$ cat config.mk
export PLATFORM = sky130hd
export DESIGN_NAME = demux1_2_64_buf
export DESIGN_NICKNAME = d
export VERILOG_FILES = /design/src/rtl/pipe_pkg.sv /design/src/rtl/fifo_sync_64.sv /design/src/rtl/demux1_2_64_buf.sv
export SDC_FILE = /design/constraint.sdc
export NUM_CORES = 1
export LEC_CHECK = 0
export ABC_AREA = 1
export CAP_MARGIN = 20
export CELL_PAD_IN_SITES_DETAIL_PLACEMENT = 1
export CELL_PAD_IN_SITES_GLOBAL_PLACEMENT = 1
export CORE_AREA = 2 2 179 181
export DETAILED_ROUTE_END_ITERATION = 12
export DIE_AREA = 0 0 181 183
export DONT_BUFFER_PORTS = 1
export GPL_ROUTABILITY_DRIVEN = 1
export PLACE_DENSITY_LB_ADDON = 0.1
export REMOVE_ABC_BUFFERS = 1
export SLEW_MARGIN = 10
export SYNTH_ARGS = -nofsm -noshare
export SYNTH_HDL_FRONTEND = slang
export SYNTH_SLANG_ARGS = --single-unit
$ cat constraint.sdc
create_clock -name clk -period 8.08 [get_ports clk]
set_input_delay 0.404 -clock clk [delete_from_list [all_inputs] [get_ports clk]]
set_output_delay 0.404 -clock clk [all_outputs]
set_load 0.02 [all_outputs]
$ cat src/rtl/pipe_pkg.sv
// Shared constants for the 1:2 buffered demultiplexer: default payload width
// and the in_sel encoding that picks the destination stream.
package pipe_pkg;

  localparam int WIDTH_DEFAULT = 64;

  localparam logic SEL_A = 1'b0;
  localparam logic SEL_B = 1'b1;

endpackage : pipe_pkg

$ cat src/rtl/fifo_sync_64.sv
// Small synchronous FIFO whose head word is held in its own register, so the
// output data comes straight from a flop and stays put while the consumer stalls.
module fifo_sync_64
  import pipe_pkg::*;
#(
  parameter int WIDTH = WIDTH_DEFAULT,
  parameter int DEPTH = 2
) (
  input  logic                     clk,
  input  logic                     rst_n,
  input  logic                     push,
  input  logic                     pop,
  input  logic [WIDTH-1:0]         din,
  output logic                     full,
  output logic                     empty,
  output logic [$clog2(DEPTH):0]   count,
  output logic [WIDTH-1:0]         head
);

  localparam int PW = $clog2(DEPTH);
  localparam int CW = PW + 1;

  logic [WIDTH-1:0] r_mem [DEPTH];
  logic [PW-1:0]    r_wr_ptr;
  logic [PW-1:0]    r_rd_ptr;
  logic [CW-1:0]    r_count;
  logic [WIDTH-1:0] r_head;

  logic             w_push;
  logic             w_pop;
  logic [PW-1:0]    w_rd_next;

  assign full      = (r_count == CW'(DEPTH));
  assign empty     = (r_count == '0);
  assign w_push    = push && !full;
  assign w_pop     = pop && !empty;
  assign w_rd_next = r_rd_ptr + PW'(1);
  assign count     = r_count;
  assign head      = r_head;

  // DEPTH is a power of two, so the pointers wrap by plain overflow.
  always_ff @(posedge clk or negedge rst_n) begin
    if (!rst_n) begin
      r_wr_ptr <= '0;
      r_rd_ptr <= '0;
      r_count  <= '0;
    end else begin
      if (w_push) r_wr_ptr <= r_wr_ptr + PW'(1);
      if (w_pop)  r_rd_ptr <= w_rd_next;
      case ({w_push, w_pop})
        2'b10:   r_count <= r_count + CW'(1);
        2'b01:   r_count <= r_count - CW'(1);
        default: r_count <= r_count;
      endcase
    end
  end

  always_ff @(posedge clk) begin
    if (w_push) r_mem[r_wr_ptr] <= din;
  end

  // Head tracks the next oldest entry; a push into an empty (or just-drained)
  // FIFO lands here directly, giving one cycle of latency with no bypass.
  always_ff @(posedge clk or negedge rst_n) begin
    if (!rst_n) begin
      r_head <= '0;
    end else if (w_pop) begin
      if (r_count > CW'(1)) r_head <= r_mem[w_rd_next];
      else if (w_push)      r_head <= din;
    end else if (w_push && empty) begin
      r_head <= din;
    end
  end

endmodule : fifo_sync_64

$ cat src/rtl/demux1_2_64_buf.sv
// 1:2 demultiplexer with an independent FIFO per output; acceptance depends
// only on the selected FIFO, so a stall on one output never blocks the other.
module demux1_2_64_buf
  import pipe_pkg::*;
#(
  parameter int WIDTH = WIDTH_DEFAULT,
  parameter int DEPTH = 2
) (
  input  logic                   clk,
  input  logic                   rst_n,
  input  logic                   in_valid,
  output logic                   in_ready,
  input  logic [WIDTH-1:0]       in_data,
  input  logic                   in_sel,
  output logic                   a_valid,
  input  logic                   a_ready,
  output logic [WIDTH-1:0]       a_data,
  output logic                   b_valid,
  input  logic                   b_ready,
  output logic [WIDTH-1:0]       b_data,
  output logic [$clog2(DEPTH):0] a_count,
  output logic [$clog2(DEPTH):0] b_count
);

  logic w_full_a, w_full_b;
  logic w_empty_a, w_empty_b;
  logic w_sel_full;
  logic w_xfer;
  logic w_push_a, w_push_b;

  assign w_sel_full = (in_sel == SEL_B) ? w_full_b : w_full_a;
  assign in_ready   = !rst_n || !w_sel_full;
  assign w_xfer     = rst_n && in_valid && in_ready;
  assign w_push_a   = w_xfer && (in_sel == SEL_A);
  assign w_push_b   = w_xfer && (in_sel == SEL_B);

  assign a_valid = !w_empty_a;
  assign b_valid = !w_empty_b;

  fifo_sync_64 #(.WIDTH(WIDTH), .DEPTH(DEPTH)) u_fifo_a (
    .clk   (clk),
    .rst_n (rst_n),
    .push  (w_push_a),
    .pop   (a_valid && a_ready),
    .din   (in_data),
    .full  (w_full_a),
    .empty (w_empty_a),
    .count (a_count),
    .head  (a_data)
  );

  fifo_sync_64 #(.WIDTH(WIDTH), .DEPTH(DEPTH)) u_fifo_b (
    .clk   (clk),
    .rst_n (rst_n),
    .push  (w_push_b),
    .pop   (b_valid && b_ready),
    .din   (in_data),
    .full  (w_full_b),
    .empty (w_empty_b),
    .count (b_count),
    .head  (b_data)
  );

endmodule : demux1_2_64_buf

==> Implementation_results.wiki, run 1 <==
{| class="wikitable"
! Metric !! Value
|-
| Status || finished, final reports clean
|-
| Clk_lat worst skew || 0.53 ns
|-
| Min cycle time layout || 3.20 ns
|-
| Die area || 33100 µm²
|-
| Areal power density over the cells || 363 nW/µm²
|-
| Via count of the first global-routing pass || 13100
|-
| Post-route DRC violation count || 0
|-
| Post-detailed-route count of antenna-violating nets || 0
|-
| Flop and latch count out of synthesis || 392
|-
| Maximum fanout along the worst path || 66
|-
| Footprint of the multi-input gates || 4740 µm²
|-
| Number of DRC markers after the initial detailed-route iteration || 766
|-
| Routed wirelength normalized by instance count || 21.6 µm
|-
| Total global-route track usage || 28.8%
|-
| CTS H-Tree Depth || 2
|-
| Antenna Cells || 0
|-
| Area growth from synthesis to layout || 13.4%
|-
| Number of antenna violations at the first check in global routing || 2
|-
| Total of endpoints with negative setup slack in the final report || 0
|-
| First-pass detailed-route iteration total || 5
|-
| Required time reported for the critical path endpoint || 8.54 ns
|-
| Netlist cell types || 20
|-
| Most common library cell in the layout ignoring fill and taps || sky130_fd_sc_hd__nand2_1
|-
| Clock edge transition at the registers on the reported setup and hold paths || 0.06 ns
|-
| Total congestion overflow || 0
|-
| Detailed Place HPWL || 23800 µm
|-
| Type of the most critical hold path || input pin to flop
|-
| Count of cells along the worst register-to-register path || 9
|-
| Global placement routability congestion || 0.725
|-
| Portion of the post-synthesis area used by sequential elements || 68.1%
|-
| Count of fill cells added during filler insertion || 3453
|-
| Number of gates given a new drive strength after cts || 0
|-
| Routed via count || 11800
|-
| Slew at the pin with the worst max-slew slack || 0.988 ns
|-
| Ports placed on the boundary || 205
|-
| Remaining max-slew budget at the tightest pin || 34.0%
|-
| Number of max-cap violations || 0
|-
| WHS Path Cells || 4
|-
| Worst clock skew on the final layout || 0.0152 ns
|-
| Most used cells in the layout excluding fill and tap cells || sky130_fd_sc_hd__nand2_1 (1162), sky130_fd_sc_hd__edfxtp_1 (256), sky130_fd_sc_hd__dfrtp_1 (134)
|-
| Unrepaired setup endpoints after global routing || no
|-
| Synth Instances || 1691
|-
| Final-layout setup total negative slack || 0 ns
|-
| Arrival time of data at the critical path endpoint || 3.66 ns
|-
| TritonCTS sink count || 392
|-
| Type of the worst setup path || flop to flop
|-
| Number of endpoints with negative hold slack in the final report || 0
|-
| Register cell area after layout || 11100 µm²
|-
| Final Total Pwr || 0.00670 W
|-
| Pin count of the biggest net entering global routing || 137
|-
| Kind of start point of the critical path || flop
|-
| Detailed Route WL || 46800 µm
|-
| Final setup margin || 4.88 ns
|-
| Final count of pins violating max slew || 0
|-
| Fraction of final layout cells sized beyond drive strength 1 || 5.32%
|-
| Via count normalized by instance count || 5.43
|-
| Die Span Y || 183 µm
|-
| Initial core utilization || 52.2%
|-
| First-pass GRT wire length || 73100 µm
|-
| Period utilization || 39.6%
|-
| Standby leakage power || 8.57 nW
|-
| Rows || 65
|-
| Clock tree from TritonCTS || built
|-
| Kind of end point of the critical path || flop
|-
| Avg Cell Area, Syn || 9.64 µm²
|-
| Max rail drop VDD || 0.000360 V
|-
| Port Buffer Count || 0
|-
| Nets || 1814
|-
| Number of buffers inserted during clock tree synthesis || 41
|-
| CORE AREA || 31200 µm²
|-
| Yosys warnings || 0
|-
| Number of buffers between clock root and the deepest sink || 3
|-
| Horizontal die dimension || 181 µm
|-
| Post-Place Setup Slack || 4.99 ns
|-
| Clk Tree Root Cell || sky130_fd_sc_hd__clkbuf_16
|-
| Netlist area before placement || 16300 µm²
|-
| Max frequency || 0.313 GHz
|}
[metrics by stage]
step | area [µm²] | cells | hold slack [ns] | util [%]
floorplan | 15800 | 1613 | 0.108 | -
global placement | 16500 | 2029 | 0.112 | 52.8
detailed placement | 16500 | 2029 | 0.112 | 52.8
CTS | 18500 | 2168 | 0.0692 | 59.1
global route | 18500 | 2168 | 0.0862 | 59.1
finish | 18500 | 2168 | 0.0798 | 59.1
[path summary, 6_finish.rpt]
path	startpoint	to	slack [ns]
worst max-delay path	u_fifo_b.count[1]$_DFFE_PN0P_	u_fifo_b.head[29]$_DFFE_PN0P_	4.88
worst min-delay path	in_data[43]	u_fifo_b.head[43]$_DFFE_PN0P_	0.08
worst max register to register	u_fifo_b.count[1]$_DFFE_PN0P_	u_fifo_b.head[29]$_DFFE_PN0P_	4.88
worst min register to register	u_fifo_b.head[44]$_DFFE_PN0P_	u_fifo_b.head[44]$_DFFE_PN0P_	0.62
max in group asynchronous	rst_n	u_fifo_b.r_rd_ptr$_DFFE_PN0N_	6.93
min in group asynchronous	rst_n	u_fifo_a.head[6]$_DFFE_PN0P_	0.55
[critical path: stages, from the launching register on]
cell and delay, ns:
sky130_fd_sc_hd__dfrtp_1 0.50, sky130_fd_sc_hd__inv_1 0.16, sky130_fd_sc_hd__ha_1 0.25, sky130_fd_sc_hd__nor2_2 0.09, sky130_fd_sc_hd__nand2_4 0.69, sky130_fd_sc_hd__nand2_1 0.15, sky130_fd_sc_hd__nand2_2 0.32, sky130_fd_sc_hd__buf_4 0.64
sky130_fd_sc_hd__nand2_1 0.16, sky130_fd_sc_hd__nand2_1 0.12
[report_power, final]
group          switching, W  leakage, nW  internal (W)  total, W
Clock              0.000760        0.630       0.00107   0.00183
Sequential         0.000646         4.02       0.00255   0.00320
Combinational       0.00121         3.91      0.000460   0.00167
Total               0.00262         8.57       0.00408   0.00670
[metal layers]
| metal | track usage (%) | share of wire, % | vias up |
|---|---|---|---|
| met4 | 8.59 | 2.4 | 0 |
| met1 | 35.7 | 41 | 5948 |
| met2 | 51.2 | 50 | 366 |
| met3 | 5.98 | 6.6 | 75 |
| li1 | - | - | 5387 |
| met5 | 0 | 0 | - |
[layout make-up]
type	instances	share of cell area (%)
flip-flops and latches	392	60.1
multi-input cells	1203	25.6
clock buffers	56	6.13
repair buffers	80	4.24
well taps	402	2.72
clock inverters	17	0.833
inverters	18	0.366
[state kept, by name, summed over array words and instances, names as in the netlist]
name / count
u_fifo_a.count: 2
u_fifo_a.head: 64
u_fifo_a.r_mem: 128
u_fifo_a.r_rd_ptr: 1
u_fifo_a.r_wr_ptr: 1
u_fifo_b.count: 2
u_fifo_b.head: 64
u_fifo_b.r_mem: 128
u_fifo_b.r_rd_ptr: 1
u_fifo_b.r_wr_ptr: 1
[what timing repair did]
item                                    in CTS  in global routing
hold endpoints to repair                   392                  0
hold buffers                                66                  0
buffers inserted                             0                  0
endpoints found under the setup margin       0                  0
[cells in the mapped netlist]
cell | instances | share of area, %
sky130_fd_sc_hd__xnor2_1 | 4 | 0.21
sky130_fd_sc_hd__o21ai_0 | 2 | 0.061
sky130_fd_sc_hd__dfrtp_1 | 136 | 21
sky130_fd_sc_hd__buf_6 | 5 | 0.35
sky130_fd_sc_hd__nand2_2 | 2 | 0.077
sky130_fd_sc_hd__edfxtp_1 | 256 | 47
sky130_fd_sc_hd__nand2_4 | 1 | 0.069
sky130_fd_sc_hd__nor2_2 | 5 | 0.19
sky130_fd_sc_hd__buf_1 | 12 | 0.28
sky130_fd_sc_hd__inv_1 | 16 | 0.37
sky130_fd_sc_hd__ha_1 | 8 | 0.61
sky130_fd_sc_hd__xor2_1 | 4 | 0.21
sky130_fd_sc_hd__a21oi_4 | 2 | 0.20
sky130_fd_sc_hd__nand2_1 | 1165 | 27
sky130_fd_sc_hd__inv_2 | 2 | 0.046
sky130_fd_sc_hd__buf_8 | 6 | 0.55
sky130_fd_sc_hd__buf_4 | 1 | 0.046
sky130_fd_sc_hd__clkbuf_1 | 10 | 0.23
sky130_fd_sc_hd__buf_2 | 44 | 1.4
sky130_fd_sc_hd__nor2_1 | 10 | 0.23
[cells by family after synthesis]
group | share of synthesized area [%]
simple gates | 27.4
flops | 68.1
buf+inv | 3.22
xor+xnor | 0.430
fa+ha+maj | 0.614
compound gates | 0.261
Power figures use the tool's default switching activity.
==> run 2, diff against run 1 <==
--- a/config.mk
+++ b/config.mk
@@ -9,9 +9,9 @@
 export CAP_MARGIN = 20
 export CELL_PAD_IN_SITES_DETAIL_PLACEMENT = 1
 export CELL_PAD_IN_SITES_GLOBAL_PLACEMENT = 1
-export CORE_AREA = 2 2 179 181
+export CORE_AREA = 2 2 186 188
 export DETAILED_ROUTE_END_ITERATION = 12
-export DIE_AREA = 0 0 181 183
+export DIE_AREA = 0 0 188 190
 export DONT_BUFFER_PORTS = 1
 export GPL_ROUTABILITY_DRIVEN = 1
 export PLACE_DENSITY_LB_ADDON = 0.1
==> constraint.sdc (replaced) <==
create_clock -name clk -period 3.4 [get_ports clk]
set_input_delay 0.17 -clock clk [delete_from_list [all_inputs] [get_ports clk]]
set_output_delay 0.17 -clock clk [all_outputs]
set_load 0.02 [all_outputs]
==> run 2 against run 1 <==
  * Register-to-register slack got worse by 4.1 ns
  * Setup slack worse by 4.1 ns
  * Critical path type unchanged
  * Clock skew down 0.0061 ns
  * Die area grew 7.8%
  * Via count decreased by 2.8%
  * Global-route usage fell by 3.5 points
  * Fmax rose by 23%
  * Largest power group unchanged
  * Flip-flop and latch count is the same
  * Critical endpoint is now u_fifo_b.head[63]$_DFFE_PN0P_
  * Sequential power up 140%
  * Hold slack worse by 0.057 ns
==> Implementation_results.wiki, run 2 (synthesis results as in run 1) <==
{| class="wikitable"
! Metric !! Value
|-
| Kind of start point of the critical path || flop
|-
| Type of the most critical hold path || input pin to flop
|-
| Total stage count of the critical path || 8
|-
| Total congestion overflow || 0
|-
| Post-route cell area || 18800 µm²
|-
| Post-route met1 wirelength || 19100 µm
|-
| Die area || 35700 µm²
|-
| Ordered cell list for the critical path || inv_1, ha_1, nor2_2, nand2_4, a21oi_4, buf_4, nand2_1, nand2_1
|-
| Nets || 1827
|-
| Standby leakage power || 8.70 nW
|-
| Post-Place Setup Slack || 0.781 ns
|-
| Required time reported for the critical path endpoint || 3.87 ns
|-
| Most common library cell in the layout ignoring fill and taps || sky130_fd_sc_hd__nand2_1
|-
| Top layer in use || met5
|-
| Pin count of the biggest net entering global routing || 137
|-
| Post-detailed-route count of antenna-violating nets || 0
|-
| Area growth from synthesis to layout || 15.2%
|-
| Port Buffer Count || 0
|-
| Fraction of final layout cells sized beyond drive strength 1 || 6.28%
|-
| Clock edge transition at the registers on the reported setup and hold paths || 0.06 ns
|-
| Rows || 68
|-
| Max rail drop VDD || 0.000615 V
|-
| TritonCTS sink count || 392
|-
| Most used cells in the layout excluding fill and tap cells || sky130_fd_sc_hd__nand2_1 (1162), sky130_fd_sc_hd__edfxtp_1 (256), sky130_fd_sc_hd__dfrtp_1 (134)
|-
| Arrival time of data at the critical path endpoint || 3.07 ns
|-
| Routed via count || 11400
|-
| Status || finished, final reports clean
|-
| Maximum fanout along the worst path || 49
|-
| Min cycle time layout || 2.61 ns
|-
| Worst clock skew on the final layout || 0.00914 ns
|-
| Global placement routability congestion || 0.733
|-
| Clk_lat worst skew || 0.53 ns
|-
| Period utilization || 76.7%
|-
| Setup slack of the most critical reg-to-reg path || 0.79 ns
|-
| Top Registers || u_fifo_a.r_mem (128), u_fifo_b.r_mem (128)
|-
| Non-filler cells in the finished layout || 2240
|-
| Clk Tree Root Cell || sky130_fd_sc_hd__clkbuf_16
|-
| Clock tree from TritonCTS || built
|-
| Reg-to-Reg End || u_fifo_b.head[63]$_DFFE_PN0P_
|-
| Placed instance area || 16700 µm²
|-
| Post-route DRC violation count || 0
|-
| Number of antenna violations at the first check in global routing || 3
|-
| Detailed Route WL || 44200 µm
|-
| Number of endpoints with negative hold slack in the final report || 0
|-
| WHS Path Cells || 4
|-
| Detailed Place HPWL || 24800 µm
|-
| Largest stage delay on the critical path || 0.56 ns
|-
| Number of buffers between clock root and the deepest sink || 3
|-
| Remaining max-slew budget at the tightest pin || 38.5%
|-
| Placed cell count || 2091
|-
| Final count of pins violating max slew || 0
|-
| Number of DRC markers after the initial detailed-route iteration || 696
|-
| Hold Crit Start || rst_n
|-
| Slew at the pin with the worst max-slew slack || 0.922 ns
|-
| Final setup margin || 0.793 ns
|-
| Kind of end point of the critical path || flop
|-
| Number of max-cap violations || 0
|-
| Hold Path End || u_fifo_b.r_wr_ptr$_DFFE_PN0P_
|-
| Routed met2 length || 21800 µm
|-
| Via count of the first global-routing pass || 12600
|-
| Total of endpoints with negative setup slack in the final report || 0
|-
| CTS H-Tree Depth || 2
|-
| Unrepaired setup endpoints after global routing || no
|-
| Max frequency || 0.384 GHz
|-
| Die Span Y || 190 µm
|-
| Initial core utilization || 48.0%
|-
| Number of buffers inserted during clock tree synthesis || 42
|-
| Cell class contributing the biggest share of worst-path delay || simple AND/OR/NAND/NOR gates
|-
| Slowest CP cell || sky130_fd_sc_hd__buf_4
|-
| Count of cells along the worst register-to-register path || 8
|-
| First-pass GRT wire length || 70300 µm
|-
| Ports placed on the boundary || 205
|-
| Total buffers and inverters traversed by the critical path || 2
|-
| Horizontal die dimension || 188 µm
|-
| Minimum hold slack || 0.0227 ns
|-
| First-pass detailed-route iteration total || 5
|-
| Type of the worst setup path || flop to flop
|-
| Routed wirelength normalized by instance count || 19.7 µm
|-
| Areal power density over the cells || 856 nW/µm²
|-
| Via count normalized by instance count || 5.11
|-
| CORE AREA || 33900 µm²
|-
| Top cell by count, worst path || sky130_fd_sc_hd__nand2_1
|-
| Reg2reg start || u_fifo_b.count[1]$_DFFE_PN0P_
|-
| Amount of wire on met3 after detailed routing || 2430 µm
|-
| Total global-route track usage || 25.3%
|}
[run 2: metal layers]
layer,up-vias,track usage [%]
met3,60,5.55
met1,5711,32.3
met4,4,5.78
met2,242,44.3
met5,-,0
li1,5426,-
[run 2: repair_timing]
| item | CTS | global route |
|---|---|---|
| buffers inserted | 0 | 0 |
| hold buffers | 69 | 0 |
| resized for setup | 0 | 0 |
| hold endpoints to repair | 523 | 0 |
[run 2: worst max path at each step]
stage / from / end
final: u_fifo_b.count[1]$_DFFE_PN0P_ / u_fifo_b.head[63]$_DFFE_PN0P_
after global routing: u_fifo_b.count[1]$_DFFE_PN0P_ / u_fifo_b.head[58]$_DFFE_PN0P_
after CTS: u_fifo_b.count[1]$_DFFE_PN0P_ / u_fifo_b.head[63]$_DFFE_PN0P_
after detailed placement: u_fifo_b.count[1]$_DFFE_PN0P_ / u_fifo_b.head[43]$_DFFE_PN0P_
after global placement: u_fifo_b.count[1]$_DFFE_PN0P_ / u_fifo_b.head[63]$_DFFE_PN0P_
after floorplan: u_fifo_a.count[0]$_DFFE_PN0P_ / u_fifo_a.r_mem[0][0]$_DFFE_PP_
[run 2: power by group]
group	internal, W	switching, W	leakage (nW)
combinational	0.00113	0.00285	3.99
clock	0.00267	0.00183	0.685
sequential	0.00606	0.00153	4.02
[run 2: cell type report]
| type | count | area, µm² |
|---|---|---|
| Antenna cell | 2 | 5.00 |
| Clock buffer | 66 | 1330 |
| Clock inverter | 12 | 57.6 |
| Fill cell | 3747 | 15200 |
| Inverter | 18 | 70.1 |
| Multi-Input combinational cell | 1203 | 4750 |
| Sequential cell | 392 | 11100 |
| Tap cell | 455 | 569 |
| Timing Repair Buffer | 92 | 906 |
[run 2: per-stage QoR]
step	power (W)	TNS (ns)	utilization [%]
finish	0.0161	0	55.3
global route	0.0170	0	55.3
CTS	0.0163	0	55.3
detailed placement	0.0116	0	49.1
global placement	0.0114	0	49.1
floorplan	0.0101	-210.00	-
[run 2: worst register-to-register path, cell delays in order (launching register included)]
cell and delay (ns):
sky130_fd_sc_hd__dfrtp_1 0.52, sky130_fd_sc_hd__inv_1 0.13, sky130_fd_sc_hd__ha_1 0.25, sky130_fd_sc_hd__nor2_2 0.19, sky130_fd_sc_hd__nand2_4 0.29, sky130_fd_sc_hd__a21oi_4 0.23
sky130_fd_sc_hd__buf_4 0.56, sky130_fd_sc_hd__nand2_1 0.26, sky130_fd_sc_hd__nand2_1 0.11
